[config.mk]
export PLATFORM = sky130hd
export DESIGN_NAME = fifo_wr_arb_ctrl
export DESIGN_NICKNAME = d
export VERILOG_FILES = /design/src/rtl/fifo_wr_arb_ctrl.sv
export SDC_FILE = /design/constraint.sdc
export NUM_CORES = 1
export LEC_CHECK = 0
export BUFFER_PORTS_ARGS = -buffer_cell sky130_fd_sc_hd__buf_2
export CORE_AREA = 2 2 92 94
export DETAILED_ROUTE_END_ITERATION = 16
export DIE_AREA = 0 0 94 96
export PLACE_DENSITY = 0.68
export SLEW_MARGIN = 30
export SYNTH_ARGS = -nofsm -noshare
export SYNTH_HDL_FRONTEND = slang
export SYNTH_SLANG_ARGS = --single-unit
[constraint.sdc]
create_clock -name clk -period 4.55 [get_ports clk]
set_clock_uncertainty 0.05 [all_clocks]
set_input_delay 0 -clock clk [delete_from_list [all_inputs] [get_ports clk]]
set_output_delay 0 -clock clk [all_outputs]
set_load 0.01 [all_outputs]
[src/rtl/fifo_wr_arb_ctrl.sv]
// Round-robin write front-end and read-ahead drain controller for one fifo_dut; 4-clk write-to-output latency.
// Backpressure: req_ready drops when committed occupancy hits FIFO_DEPTH-1 or during drain; reads stall when the output buffer would overfill.
module fifo_wr_arb_ctrl #(
  parameter  int NUM_REQ    = 4,
  parameter  int FIFO_DEPTH = 16,
  parameter  int DATA_WIDTH = 8,
  localparam int CNT_W      = $clog2(FIFO_DEPTH)
) (
  input  logic                          clk,
  input  logic                          rst_n,
  input  logic [NUM_REQ-1:0]            req_valid,
  input  logic [NUM_REQ*DATA_WIDTH-1:0] req_data,
  output logic [NUM_REQ-1:0]            req_ready,
  input  logic                          flush,
  output logic                          flush_done,
  output logic                          fifo_wr_n,
  output logic [DATA_WIDTH-1:0]         fifo_din,
  output logic                          fifo_rd_n,
  input  logic [DATA_WIDTH-1:0]         fifo_dout,
  input  logic                          fifo_over_flow,
  input  logic                          fifo_under_flow,
  output logic                          m_valid,
  output logic [DATA_WIDTH-1:0]         m_data,
  input  logic                          m_ready,
  output logic [CNT_W-1:0]              count,
  output logic                          err
);

  localparam int OBUF_DEPTH = 4;
  localparam int IDX_W = (NUM_REQ > 1) ? $clog2(NUM_REQ) : 1;
  localparam logic [CNT_W-1:0] CNT_MAX = CNT_W'(FIFO_DEPTH - 1);

  typedef enum logic {ST_RUN, ST_DRAIN} state_t;

  state_t                state_q, state_d;
  logic [IDX_W-1:0]      rr_ptr_q, rr_ptr_d;
  logic [CNT_W-1:0]      count_q, count_d;
  logic                  wr_n_q, rd_n_q, rdret_vld_q, err_q;
  logic [DATA_WIDTH-1:0] din_q;
  logic [DATA_WIDTH-1:0] obuf_q [OBUF_DEPTH];
  logic [1:0]            obuf_head_q, obuf_tail_q;
  logic [2:0]            obuf_cnt_q, obuf_cnt_d;

  logic                  wr_allow, wr_xfer, rd_dec, run_st, drain_empty;
  logic                  obuf_push, obuf_pop;
  logic [NUM_REQ-1:0]    grant;
  logic [IDX_W-1:0]      win_idx;
  logic [DATA_WIDTH-1:0] win_data;
  logic [1:0]            inflight;

  // Search from the RR pointer upward, wrapping; first valid requester wins.
  always_comb begin
    grant    = '0;
    win_idx  = '0;
    wr_xfer  = 1'b0;
    wr_allow = run_st && (count_q < CNT_MAX);
    for (int k = 0; k < NUM_REQ; k++) begin
      if (wr_allow && !wr_xfer && req_valid[(int'(rr_ptr_q) + k) % NUM_REQ]) begin
        grant[(int'(rr_ptr_q) + k) % NUM_REQ] = 1'b1;
        win_idx = IDX_W'((int'(rr_ptr_q) + k) % NUM_REQ);
        wr_xfer = 1'b1;
      end
    end
  end

  assign win_data = req_data[int'(win_idx)*DATA_WIDTH +: DATA_WIDTH];
  assign rr_ptr_d = wr_xfer ? IDX_W'((int'(win_idx) + 1) % NUM_REQ) : rr_ptr_q;

  // Reads already issued or returning still need an output-buffer slot.
  assign inflight = {1'b0, ~rd_n_q} + {1'b0, rdret_vld_q};
  assign rd_dec   = (count_q != '0) && ((obuf_cnt_q + {1'b0, inflight}) < 3'(OBUF_DEPTH));

  always_comb begin
    count_d = count_q;
    if (wr_xfer && !rd_dec) begin
      count_d = count_q + CNT_W'(1);
    end else if (rd_dec && !wr_xfer) begin
      count_d = count_q - CNT_W'(1);
    end
  end

  assign obuf_push  = rdret_vld_q;
  assign obuf_pop   = m_valid && m_ready;
  assign obuf_cnt_d = obuf_cnt_q + {2'b00, obuf_push} - {2'b00, obuf_pop};

  always_ff @(posedge clk) begin
    if (!rst_n) begin
      rr_ptr_q    <= '0;
      count_q     <= '0;
      wr_n_q      <= 1'b1;
      din_q       <= '0;
      rd_n_q      <= 1'b1;
      rdret_vld_q <= 1'b0;
      err_q       <= 1'b0;
      obuf_head_q <= '0;
      obuf_tail_q <= '0;
      obuf_cnt_q  <= '0;
      for (int i = 0; i < OBUF_DEPTH; i++) begin
        obuf_q[i] <= '0;
      end
    end else begin
      rr_ptr_q    <= rr_ptr_d;
      count_q     <= count_d;
      wr_n_q      <= ~wr_xfer;
      rd_n_q      <= ~rd_dec;
      rdret_vld_q <= ~rd_n_q;
      err_q       <= err_q | fifo_over_flow | fifo_under_flow;
      obuf_cnt_q  <= obuf_cnt_d;
      if (wr_xfer) begin
        din_q <= win_data;
      end
      if (obuf_push) begin
        obuf_q[obuf_tail_q] <= fifo_dout;
        obuf_tail_q         <= obuf_tail_q + 2'd1;
      end
      if (obuf_pop) begin
        obuf_head_q <= obuf_head_q + 2'd1;
      end
    end
  end

  always_ff @(posedge clk) begin
    if (!rst_n) begin
      state_q <= ST_RUN;
    end else begin
      state_q <= state_d;
    end
  end

  assign drain_empty = (count_q == '0) && (inflight == 2'd0) && (obuf_cnt_q == 3'd0);

  always_comb begin
    state_d = state_q;
    case (state_q)
      ST_RUN:   if (flush) state_d = ST_DRAIN;
      ST_DRAIN: if (drain_empty) state_d = ST_RUN;
      default:  state_d = ST_RUN;
    endcase
  end

  always_comb begin
    run_st     = (state_q == ST_RUN);
    flush_done = (state_q == ST_DRAIN) && drain_empty;
  end

  assign req_ready = grant;
  assign fifo_wr_n = wr_n_q;
  assign fifo_din  = din_q;
  assign fifo_rd_n = rd_n_q;
  assign m_valid   = (obuf_cnt_q != 3'd0);
  assign m_data    = obuf_q[obuf_head_q];
  assign count     = count_q;
  assign err       = err_q;

endmodule

# ---- Word-level counts from Yosys, hierarchy flattened
# Memory sizes are Yosys's and may differ from the RTL's. A register that Yosys moved wholly into a read port is not among the register bits.
# Index checks and enable logic that the tools add are counted.
dict set report classes {
  add_sub_neg 12
  order_cmp 10
  shift 1
  muxes 45
  bitwise_logic 12
  n_reduce_logical 34
}
# cell n
set ops {}
lappend ops {{$shiftx 32x6->8} 1}
lappend ops {{$mux 4} 6}
lappend ops {{$mux 1} 22}
lappend ops {{$logic_and 1x1->1} 19}
lappend ops {{$mux 2} 7}
lappend ops {{$lt 3x4->1 const B} 3}
lappend ops {{$or 4x4->4} 3}
lappend ops {{$ge 3x1->1 const B} 3}
lappend ops {{$add 2x1->2 const B} 4}
lappend ops {{$bmux 1 s2} 4}
lappend ops {{$demux 1 s2} 4}
lappend ops {{$mux 8} 1}
lappend ops {{$reduce_or 8->1} 1}
lappend ops {{$reduce_or 2->1} 3}
lappend ops {{$logic_not 1->1} 5}
lappend ops {{$add 2x2->2 const B} 2}
lappend ops {{$add 4x1->4 const B} 1}
lappend ops {{$logic_not 4->1} 1}
lappend ops {{$lt 4x4->1 const B} 1}
lappend ops {{$not 1->1} 4}
lappend ops {{$reduce_bool 4->1} 1}
lappend ops {{$sub 4x1->4 const B} 1}
lappend ops {{$add 3x1->3} 1}
lappend ops {{$add 3x2->3} 1}
lappend ops {{12 further kinds} 15}
dict set report word_totals {
  reg_bits 26
  ramBits 32
  inputBits 50
  output_inout_bits 29
  mem_count 1
}
# memory words word_bits rd rd_clocked_by_memory_dff wr line_no
set mem_list {}
lappend mem_list {obuf_q 4 8 1 1 4 40} ;# logic [DATA_WIDTH-1:0] obuf_q [OBUF_DEPTH];

# ---- Longest topological paths before layout
# Gate-level depths: netlist of the first run.
dict set report logic_depth {
  word_depth 20
  ltp_mapped 18
  mapped_depth_nobuf 15
}

# ---- Worst setup path after synthesis of the first run
# OpenSTA, ideal clock, no wires.
dict set report synth_timing {
  path_kind {reg2reg}
  from {reg rr_ptr_q[0]}
  to {reg count_q[3] (netlist: count[3])}
  setup_time_ps 76
  arrival_time_ps 3724
  setup_slack_ps 700
  path_stages_with_launch 19
  path_buffers 3
  synth_period_minus_slack_ps 3850
  path_cell_list {dfxtp_1 > buf_2 > inv_1 > ha_1 > buf_2 > mux4_2 > nor3_1 > nor2_1 > nor2_1 > clkbuf_1 > inv_1 > ha_1 > inv_1 > ha_1 > a21o_1 > a21oi_1 > xnor2_1 > or3_1 > a21boi_0}
}
dict set report synth_between {
  elab_chain_len 19
  word_cells_on_any_way 33
  cone_classes {3 x add/sub; 16 x mux; 14 x reduce/logical}
}
# item line_no
set synth_rtl {}
lappend synth_rtl {{from (decl)} 36} ;# logic [IDX_W-1:0] rr_ptr_q, rr_ptr_d;
lappend synth_rtl {{from (signal assigned)} 102} ;# rr_ptr_q <= rr_ptr_d;
lappend synth_rtl {{parallel branches: the longest is 15 deep, another holds $add 2x1->2} n/a}
lappend synth_rtl {{$mux 1 *} 58} ;# if (wr_allow && !wr_xfer && req_valid[(int'(rr_ptr_q) + k) % NUM_REQ]) begin
lappend synth_rtl {{via wr_xfer} 44} ;# logic wr_allow, wr_xfer, rd_dec, run_st, drain_empty;
lappend synth_rtl {{$logic_not 1->1} 77} ;# end else if (rd_dec && !wr_xfer) begin
lappend synth_rtl {{$logic_and 1x1->1} 77}
lappend synth_rtl {{$reduce_bool 2->1 (no source line)} n/a}
lappend synth_rtl {{to (signal assigned)} 103} ;# count_q <= count_d;
lappend synth_rtl {{to (decl)} 37} ;# logic [CNT_W-1:0] count_q, count_d;
# Mark *: on every way through the listed nets, which the timed path passes. The select of a mux whose other input is x is not followed.
# A chain may end at the register's enable or synchronous reset.

# ---- Worst setup path after layout of the first run
dict set report layout_timing {
  from {reg rr_ptr_q[1]}
  to {reg din_q[5] (netlist: fifo_din[5])}
}
dict set report layout_between {
  elab_chain_len 17
  word_cells_on_any_way 33
  cone_classes {3 x add/sub; 1 x shift; 19 x mux; 10 x reduce/logical}
}
# item line_no
set layout_rtl {}
lappend layout_rtl {{parallel branches: the longest is 17 deep, another holds $add 2x1->2} n/a}
lappend layout_rtl {{to (signal assigned)} 110} ;# din_q <= win_data;
lappend layout_rtl {{to (decl)} 39} ;# logic [DATA_WIDTH-1:0] din_q;
# Parallel ways; which one is timed is not known. The select of a mux whose other input is x is not followed.

==> results of run 1 <==
worst max-delay path: stages (launching register included):
cell and delay, ps:
dfxtp_1 520, inv_1 150, ha_1 530, mux4_2 590
inv_1 90, and2_1 210, o31a_1 160, buf_4 280
mux2i_1 230, dlygate4sd3_1 570, o221ai_1 100, dlygate4sd3_1 560
synth_stat cells, types with 2 or more instances:
master | instances | area [um^2]
a211o_1 | 3 | 26.28
a21oi_1 | 2 | 10.01
a221o_1 | 5 | 50.05
a22o_1 | 5 | 43.79
and2_1 | 33 | 206.5
and3_1 | 9 | 56.30
buf_2 | 2 | 10.01
buf_6 | 2 | 22.52
clkbuf_1 | 9 | 33.78
dfxtp_1 | 28 | 560.5
edfxtp_1 | 32 | 960.9
fa_1 | 2 | 40.04
ha_1 | 12 | 150.1
inv_1 | 11 | 41.29
mux2i_1 | 19 | 190.2
mux4_2 | 11 | 247.7
nand2_1 | 10 | 37.54
nand2b_1 | 3 | 18.77
nand3_1 | 10 | 50.05
nand3b_1 | 2 | 15.01
nor2_1 | 6 | 22.52
nor2b_1 | 7 | 43.79
nor3_1 | 3 | 15.01
nor3b_1 | 2 | 15.01
nor4_1 | 2 | 12.51
o21ai_0 | 6 | 30.03
o221ai_1 | 8 | 70.07
o31a_1 | 2 | 17.52
or3_1 | 3 | 18.77
xnor2_1 | 10 | 87.58
flip-flops by register name, summed over array words and instances (netlist names), named ones only:
register / cells
count: 4
err: 1
fifo_din: 8
fifo_rd_n: 1
fifo_wr_n: 1
obuf_cnt_q: 3
obuf_head_q: 2
obuf_push: 1
obuf_q: 32
obuf_tail_q: 2
rr_ptr_q: 2
state_q: 1
layout make-up:
class,instances,area (um^2)
Fill cell,712,3774
Multi-Input combinational cell,191,1627
Sequential cell,60,1523
Timing Repair Buffer,116,763.2
Tap cell,105,131.4
Clock buffer,10,127.6
Clock inverter,6,65.06
Inverter,11,41.29
cell families (layout without fill, tap and decap cells):
group	count (synthesis)	in the layout	share of synthesized area
xor gates and xnor gates	11	11	0.02947
DFF	60	60	0.4654
AOI/OAI and AO/OA	41	41	0.1014
muxes	31	31	0.1374
and+or+nand+nor	94	94	0.1680
buffers and inverters	26	143	0.04018
adders and majority gates	14	14	0.05817
worst paths after layout:
path	end	slack, ps
max	fifo_din[5]	370
min	obuf_head_q[0]	90
max reg2reg	fifo_din[5]	370
min reg2reg	obuf_push	430
metrics by stage:
| stage | hold WS, ps | total power [W] | area, um^2 |
|---|---|---|---|
| after detailed placement | 155.1 | 0.001865 | 3724 |
| after global routing | 106.6 | 0.002625 | 4278 |
| after global placement | 153.6 | 0.001836 | 3724 |
| final | 93.15 | 0.002436 | 4278 |
| after CTS | 86.15 | 0.002446 | 4267 |
| after floorplan | 67.94 | 0.001629 | 3269 |
power by group through the flow:
stage | Combinational [W] | Sequential [W] | Clock, W
after CTS | 0.00117 | 0.000802 | 0.000479
after global placement | 0.00103 | 0.000809 | 0
after detailed placement | 0.00105 | 0.000812 | 0
final | 0.00117 | 0.000801 | 0.000467
after floorplan | 0.000858 | 0.000771 | 0
after global routing | 0.00130 | 0.000822 | 0.000503
per-layer routing:
metal	up-vias	global-route usage	wire length (um)	share of wire
met2	93	0.3196	3752	0.51
met1	1193	0.2032	3115	0.42
met5	-	0	0	0
li1	1260	-	-	-
met4	0	0.03865	62	0.0083
met3	7	0.06265	498	0.067
timing repair:
| item | 4_1_cts | 5_1_grt |
|---|---|---|
| resized for setup | 0 | 1 |
| endpoints found under the hold margin | 42 | 0 |
| endpoints found under the setup margin | 0 | 8 |
| hold buffers | 35 | 0 |
==> results.md, run 1 <==
* Die ar. at approximately 9000 um^2
* RSZ-0062 raised after global routing: false
* Peak supply drop at 318.4 uV
* Most common library cell in the layout ignoring fill and taps: buf_2
* Critical Path RT at approximately 4700 ps
* Maxcap violations at 0
* Via density per instance at around 5.1
* Die width at 94 um
* Die Ht at roughly 96 um
* Fmax at between 0.2 and 0.25 GHz
* Status: complete, no violations
* Slew @ Worst Pin at around 960 ps
* # DRC at 0
* H-tree depth at 3
* Worst hold path type: input port to flop
* CP endpoint kind: flop
* Worst EP arrival at around 4400 ps
* Finish-stage setup viols at 0
* Core Region at 8051 um^2
* Sw frac at 0.3617
* First-pass GRT wire length at around 12,000 um
* Antenna viol nets, final at 0
* Final hold vios at 0
* #FFs+latches synth at 60
* Maximum clock path buffer count at 2
* Critical Path Source Type: flop
* Initial drt markers at 101
* Worst r2r src: rr_ptr_q[1]
* Final core utilization at 0.5313
* Mapped Avg Cell Area at 11.80 um^2
* Antenna violations before repair at 0
* Pins Over Slew Limit at 0
* Area Overhead vs Synth at 30.85%
* Cells after Synth at 277
* TNS Setup at 0 ps
* Yosys warning count at 0
* Number of port buffers at 78
* Total GRT Usage at 0.1773
* RePlAce Congestion at approximately 0.8
* ANT cells at 0
* Clock root cell: clkbuf_8
* Total CTS buffers at 9
* Routed len/inst at 14.89 um
* Post-Route WL at approximately 7400 um
* Share of synthesized flip-flops with an asynchronous set or reset at 0
* Largest net degree at the start of global routing at 43
* Unique masters post-synth at between 40 and 50
* Post-placement cell count at about 450
* Worst Reg-to-Reg Cells at 11
* Nets@finish at 453
* Synth Flop Type: edfxtp_1
* First-pass DRT Iterations at 4
* Crit path from: rr_ptr_q[1]
* GRT overflow at 0
* Tmin final at 4176 ps
* Synth Cell Area at between 3000 and 4000 um^2
* Part of the Yosys area used for sequential elements at 0.4654
* Critical path class: flop to flop
* Commonest cells after routing, fill and taps aside: buf_2 (78), dlygate4sd3_1 (35), and2_1 (33)
* Syn_nets at between 300 and 400
* CTS tree: built
* Skew-Pair Late Insertion Delay at between 300 and 400 ps
* P_leak at between 1.5 and 2 nW
* Layout cell share with drive strength beyond 1 at 0.2868
* Psw at between 0.0008 and 0.0009 W
* # rows at 33
* Placement Setup Slack at roughly 590 ps
* Worst Setup Slack, final at 374.1 ps
* CP max FO at 17
* Vias at between 2,000 and 3,000
* Clk sink count at 60
* Post-synth EDFFs at 32
* Starting density of the core at 0.4061
* Dpl hpwl at about 4900 um
* Layout Cells excl Fill at 499
* Comb pwr share at 0.479
* PwrDens at between 500 and 600 nW/um^2
* Clk pin slew, worst setup/hold paths at roughly 70 ps
* Worst Min Path Start: m_ready
* Seq pwr share at 0.329
* Cell internal pwr at 0.001555 W
* Relative slew slack at 0.3560
* Period utilization at 0.9178
* Clock share of power at 0.192
* I/O pin total at 79
* Vias in the first global route at around 2,600
* Hold depth at 4
* Post-CTS Setup Bufs at 0
Note: power is estimated with default switching activity, not from simulation.
==> run 2: changes to the inputs <==
--- a/config.mk
+++ b/config.mk
@@ -9,7 +9,7 @@
 export CORE_AREA = 2 2 92 94
 export DETAILED_ROUTE_END_ITERATION = 16
 export DIE_AREA = 0 0 94 96
-export PLACE_DENSITY = 0.68
+export PLACE_DENSITY = 0.7
 export SLEW_MARGIN = 30
 export SYNTH_ARGS = -nofsm -noshare
 export SYNTH_HDL_FRONTEND = slang
==> constraint.sdc (replaced) <==
create_clock -name clk -period 3.8 [get_ports clk]
set_clock_uncertainty 0.05 [all_clocks]
set_input_delay 0 -clock clk [delete_from_list [all_inputs] [get_ports clk]]
set_output_delay 0 -clock clk [all_outputs]
set_load 0.01 [all_outputs]
==> results.md, run 2 (synthesized netlist as in run 1, its figures left out) <==
* Status: complete, no violations (unchanged)
* Vias at 2,612 (was 2,553)
* Die Ht at 96 um (unchanged)
* Pwr Total at 0.002883 W (was 0.002436 W)
* Most common library cell in the layout ignoring fill and taps: buf_2 (unchanged)
* Area Overhead vs Synth at 33.72% (was 30.85%)
* Clk sink count at 60 (unchanged)
* Worst Min Path Start: rst_n (was m_ready)
* Hold worst-path end: fifo_rd_n (was obuf_head_q[0])
* Largest net degree at the start of global routing at 43 (unchanged)
* Clk pin slew, worst setup/hold paths at 70 ps (about the same)
* Commonest cells after routing, fill and taps aside: buf_2 (78), dlygate4sd3_1 (43), and2_1 (33) (was buf_2 (78), dlygate4sd3_1 (35), and2_1 (33))
* WHS at 85.09 ps (was 93.15 ps)
* Starting density of the core at 0.4061 (unchanged)
* Maxcap violations at 0 (unchanged)
* Finish-stage setup viols at 0 (unchanged)
* Final hold vios at 0 (unchanged)
* Worst Reg-to-Reg Cells at 15 (was 11)
* Worst r2r src: rr_ptr_q[1] (unchanged)
* Skew-Pair Late Insertion Delay at 350 ps (was 330 ps)
* Die width at 94 um (unchanged)
* RSZ-0062 raised after global routing: false (unchanged)
* RePlAce Congestion at 0.7973 (was 0.7848)
* Layout cell share with drive strength beyond 1 at 0.2899 (was 0.2868)
* P_leak at 1.867 nW (was 1.822 nW)
* Routed len/inst at 15.04 um (was 14.89 um)
* CP endpoint kind: flop (unchanged)
* Total GRT Usage at 0.1765 (was 0.1773)
* Period utilization at 0.9208 (was 0.9178)
* Fmax at 0.2858 GHz (was 0.2395 GHz)
* Pins Over Slew Limit at 0 (unchanged)
* ANT cells at 0 (unchanged)
* Post-CTS Setup Bufs at 0 (unchanged)
* Crit path from: rr_ptr_q[1] (unchanged)
* Maximum clock path buffer count at 2 (unchanged)
* Core Region at 8051 um^2 (unchanged)
* CTS tree: built (unchanged)
* Clock root cell: clkbuf_8 (unchanged)
* Critical-path cell list: inv_1, ha_1, mux4_2, nor3_1, nor2_1, nor2_1, inv_1, ha_1, inv_1, ha_1, a21o_1, a21oi_1, xnor2_1, or3_1, a21boi_0 (was inv_1, ha_1, mux4_2, inv_1, and2_1, o31a_1, buf_4, mux2i_1, dlygate4sd3_1, o221ai_1, dlygate4sd3_1)
* TNS Setup at 0 ps (unchanged)
* Via density per instance at 5.102 (was 5.116)
* R2R Setup Slk at 300 ps (was 370 ps)
* H-tree depth at 3 (unchanged)
* Dpl hpwl at 4847 um (was 4855 um)
* GRT overflow at 0 (unchanged)
* Worst Path Buf+Inv at 3 (was 5)
* Cts repair resizes at 0 (unchanged)
* Largest register FFs at 32 (unchanged)
* Peak supply drop at 313.4 uV (was 318.4 uV)
* Relative slew slack at 0.5632 (was 0.3560)
* Critical path class: flop to flop (unchanged)
* Critical Path RT at 4020 ps (was 4720 ps)
* Hold depth at 2 (was 4)
* Slowest cell on crit path: mux4_2 (unchanged)
* Slew @ Worst Pin at 655.3 ps (was 958.6 ps)
* Placement Setup Slack at 324.1 ps (was 586.3 ps)
* Worst EP arrival at 3720 ps (was 4350 ps)
* First-pass DRT Iterations at 4 (unchanged)
* Antenna viol nets, final at 0 (unchanged)
* Total CTS buffers at 9 (unchanged)
* CP max FO at 10 (was 17)
* Antenna violations before repair at 0 (unchanged)
* First-pass GRT wire length at 12,210 um (unchanged)
* Critical Path Source Type: flop (unchanged)
* Reg2Reg Capture Point: count[3] (was fifo_din[5])
* CP top delay family: adder cells (was buffers and inverters)
* # rows at 33 (unchanged)
* Number of port buffers at 78 (unchanged)
* I/O pin total at 79 (unchanged)
* Post-Route WL at 7701 um (was 7428 um)
* Vias in the first global route at 2,670 (was 2,589)
* Cts hold-fix bufs at 43 (was 35)
* # DRC at 0 (unchanged)
* Worst Setup Slack, final at 300.8 ps (was 374.1 ps)
* Nets@finish at 466 (was 453)
* Die ar. at 9024 um^2 (unchanged)
* Initial drt markers at 135 (was 101)
* Final core utilization at 0.5430 (was 0.5313)
* Crit path largest cell delay at 590 ps (about the same)
* Worst hold path type: input port to flop (unchanged)
* PwrDens at 659.4 nW/um^2 (was 569.4 nW/um^2)
* Tmin final at 3499 ps (was 4176 ps)
* Biggest register: obuf_q (unchanged)
==> run 2: routing by layer <==
layer / vias to the layer above / routed length, um / track usage
met5: - / 0 / 0
met2: 87 / 3999 / 0.3250
li1: 1286 / - / -
met3: 9 / 486 / 0.05795
met4: 0 / 82 / 0.06280
met1: 1230 / 3133 / 0.1894
==> run 2: report_power, final <==
part           internal [W]  leakage (nW)  switching [W]
Clock              0.000238        0.0856       0.000279
Sequential         0.000809         0.563       0.000113
Combinational      0.000758          1.22       0.000685
Total               0.00181          1.87        0.00108
==> run 2: metrics by stage <==
| step | std cells | area, um^2 |
|---|---|---|
| final | 512 | 4372 |
| after global routing | 512 | 4372 |
| after CTS | 512 | 4367 |
| after detailed placement | 453 | 3761 |
| after global placement | 453 | 3761 |
| after floorplan | 277 | 3271 |
==> run 2: worst max path at each step <==
stage	to	cells past startpoint
2_1_floorplan	count[3]	18
3_3_place_gp	count[3]	15
3_5_place_dp	count[3]	15
4_1_cts	count[3]	15
5_1_grt	count[3]	15
6_report	count[3]	15
==> run 2: final cells by class <==
class	count	area [um^2]
Clock inverter	7	51.30
Sequential cell	60	1521
Timing Repair Buffer	129	880.8
Tap cell	105	131.4
Clock buffer	9	123.9
Inverter	11	41.29
Fill cell	682	3680
Multi-Input combinational cell	191	1622
==> run 3: changes to the inputs <==
--- a/config.mk
+++ b/config.mk
@@ -9,8 +9,8 @@
 export CORE_AREA = 2 2 92 94
 export DETAILED_ROUTE_END_ITERATION = 16
 export DIE_AREA = 0 0 94 96
+export HOLD_SLACK_MARGIN = 0.12
 export PLACE_DENSITY = 0.7
-export SLEW_MARGIN = 30
 export SYNTH_ARGS = -nofsm -noshare
 export SYNTH_HDL_FRONTEND = slang
 export SYNTH_SLANG_ARGS = --single-unit
==> results.md, run 3 (synthesized netlist as in run 1, its figures left out) <==
* Status: complete, no violations (unchanged)
* Total GRT Usage at 0.1769 (was 0.1765)
* Antenna viol nets, final at 0 (unchanged)
* CP endpoint kind: flop (unchanged)
* Worst Path Buf+Inv at 3 (unchanged)
* Dpl hpwl at 4847 um (unchanged)
* Via density per instance at 5.126 (was 5.102)
* H-tree depth at 3 (unchanged)
* Vias at 2,635 (was 2,612)
* First-pass DRT Iterations at 4 (unchanged)
* Die ar. at 9024 um^2 (unchanged)
* Critical Path RT at 4020 ps (about the same)
* Final hold vios at 0 (unchanged)
* Number of port buffers at 78 (unchanged)
* Die width at 94 um (unchanged)
* Slew @ Worst Pin at 852.6 ps (was 655.3 ps)
* Core Region at 8051 um^2 (unchanged)
* Starting density of the core at 0.4061 (unchanged)
* Die Ht at 96 um (unchanged)
* Pwr Total at 0.002885 W (was 0.002883 W)
* GRT overflow at 0 (unchanged)
* P_leak at 1.875 nW (was 1.867 nW)
* Pins Over Slew Limit at 0 (unchanged)
* Worst r2r src: rr_ptr_q[1] (unchanged)
* Layout cell share with drive strength beyond 1 at 0.2861 (was 0.2899)
* Clock root cell: clkbuf_8 (unchanged)
* Crit path largest cell delay at 590 ps (about the same)
* Biggest register: obuf_q (unchanged)
* Skew-Pair Late Insertion Delay at 350 ps (about the same)
* CP max FO at 10 (unchanged)
* Maximum clock path buffer count at 2 (unchanged)
* Critical path class: flop to flop (unchanged)
* Critical Path Source Type: flop (unchanged)
* Largest register FFs at 32 (unchanged)
* Largest net degree at the start of global routing at 43 (unchanged)
* ANT cells at 0 (unchanged)
* Most common library cell in the layout ignoring fill and taps: buf_2 (unchanged)
* Clk sink count at 60 (unchanged)
* RSZ-0062 raised after global routing: false (unchanged)
* Hold worst-path end: rr_ptr_q[0] (was fifo_rd_n)
* Initial drt markers at 150 (was 135)
* I/O pin total at 79 (unchanged)
* Worst EP arrival at 3720 ps (about the same)
* Critical-path cell list: inv_1, ha_1, mux4_2, nor3_1, nor2_1, nor2_1, inv_1, ha_1, inv_1, ha_1, a21o_1, a21oi_1, xnor2_1, or3_1, a21boi_0 (unchanged)
* Finish-stage setup viols at 0 (unchanged)
* Nets@finish at 468 (was 466)
* TNS Setup at 0 ps (unchanged)
* Routed len/inst at 15.11 um (was 15.04 um)
* Commonest cells after routing, fill and taps aside: buf_2 (78), dlygate4sd3_1 (45), and2_1 (33) (was buf_2 (78), dlygate4sd3_1 (43), and2_1 (33))
* First-pass GRT wire length at 12,210 um (unchanged)
* Reg2Reg Capture Point: count[3] (unchanged)
* RePlAce Congestion at 0.7973 (unchanged)
* Fmax at 0.2857 GHz (was 0.2858 GHz)
* Post-Route WL at 7768 um (was 7701 um)
* Total CTS buffers at 9 (unchanged)
* R2R Setup Slk at 300 ps (about the same)
* Clk pin slew, worst setup/hold paths at 70 ps (about the same)
* CTS tree: built (unchanged)
* Hold depth at 5 (was 2)
* # DRC at 0 (unchanged)
* Relative slew slack at 0.4304 (was 0.5632)
* Maxcap violations at 0 (unchanged)
* Period utilization at 0.9210 (was 0.9208)
* Worst Min Path Start: req_valid[1] (was rst_n)
* Antenna violations before repair at 0 (unchanged)
* Worst hold path type: input port to flop (unchanged)
* Area Overhead vs Synth at 34.18% (was 33.72%)
* Vias in the first global route at 2,678 (was 2,670)
* CP top delay family: adder cells (unchanged)
* Peak supply drop at 332.9 uV (was 313.4 uV)
* # rows at 33 (unchanged)
* Worst Reg-to-Reg Cells at 15 (unchanged)
* Tmin final at 3500 ps (was 3499 ps)
* PwrDens at 657.7 nW/um^2 (was 659.4 nW/um^2)
* Slowest cell on crit path: mux4_2 (unchanged)
[run 3: cell types whose count changed in the layout (fill, tap and decap cells not counted)]
cell | previous run | this run
nor3b_2 | 1 | 0
nor3b_1 | 1 | 2
dlygate4sd3_1 | 43 | 45
[run 3: timing repair]
action                    CTS  global route
hold endpoints to repair   45             0
gates resized for setup     0             0
setup buffers               0             0
hold buffers               45             0
[run 3: worst max-delay path by stage]
stage,startpoint,to,cells after the start
6_report,rr_ptr_q[1],count[3],15
5_1_grt,rr_ptr_q[1],count[3],15
4_1_cts,rr_ptr_q[1],count[3],15
3_5_place_dp,rr_ptr_q[1],count[3],15
3_3_place_gp,rr_ptr_q[1],count[3],15
2_1_floorplan,rr_ptr_q[0],count[3],18
[run 3: layer usage]
| metal | up-vias | wire length (um) | global-route usage |
|---|---|---|---|
| li1 | 1287 | - | - |
| met1 | 1254 | 3157 | 0.1909 |
| met2 | 84 | 4065 | 0.3304 |
| met3 | 10 | 458 | 0.05247 |
| met4 | 0 | 87 | 0.05918 |
| met5 | - | 0 | 0 |
[run 3: power breakdown]
| part | total, W | switching (W) | internal (W) |
|---|---|---|---|
| sequential | 0.000921 | 0.000112 | 0.000809 |
| combinational | 0.00145 | 0.000689 | 0.000759 |
| clock | 0.000516 | 0.000279 | 0.000238 |
[run 3: layout make-up]
class	count	area, um^2
sequential	60	1521
tap	105	131.4
clock inverter	7	51.30
fill	680	3665
multi-input combinational	191	1617
timing repair buffer	131	900.9
clock buffer	9	123.9
inverter	11	41.29
[run 3: tightest hold or removal path, cell delays in order]
cell     delay [ps]
buf_2           160
mux2i_1          90
nor4_1          170
a211o_1         210
nor2_1           60
[run 3: per-stage QoR]
| step | util | area [um^2] | instances | hold slack, ps | setup WS [ps] |
|---|---|---|---|---|---|
| 2_1_floorplan | - | 3271 | 277 | 67.94 | 67.22 |
| 3_3_place_gp | 0.4671 | 3761 | 453 | 155.3 | 390.0 |
| 3_5_place_dp | 0.4671 | 3761 | 453 | 165.7 | 324.1 |
| 4_1_cts | 0.5448 | 4387 | 514 | 337.3 | 287.0 |
| 5_1_grt | 0.5448 | 4387 | 514 | 396.7 | 14.49 |
| 6_report | 0.5448 | 4387 | 514 | 347.3 | 300.2 |
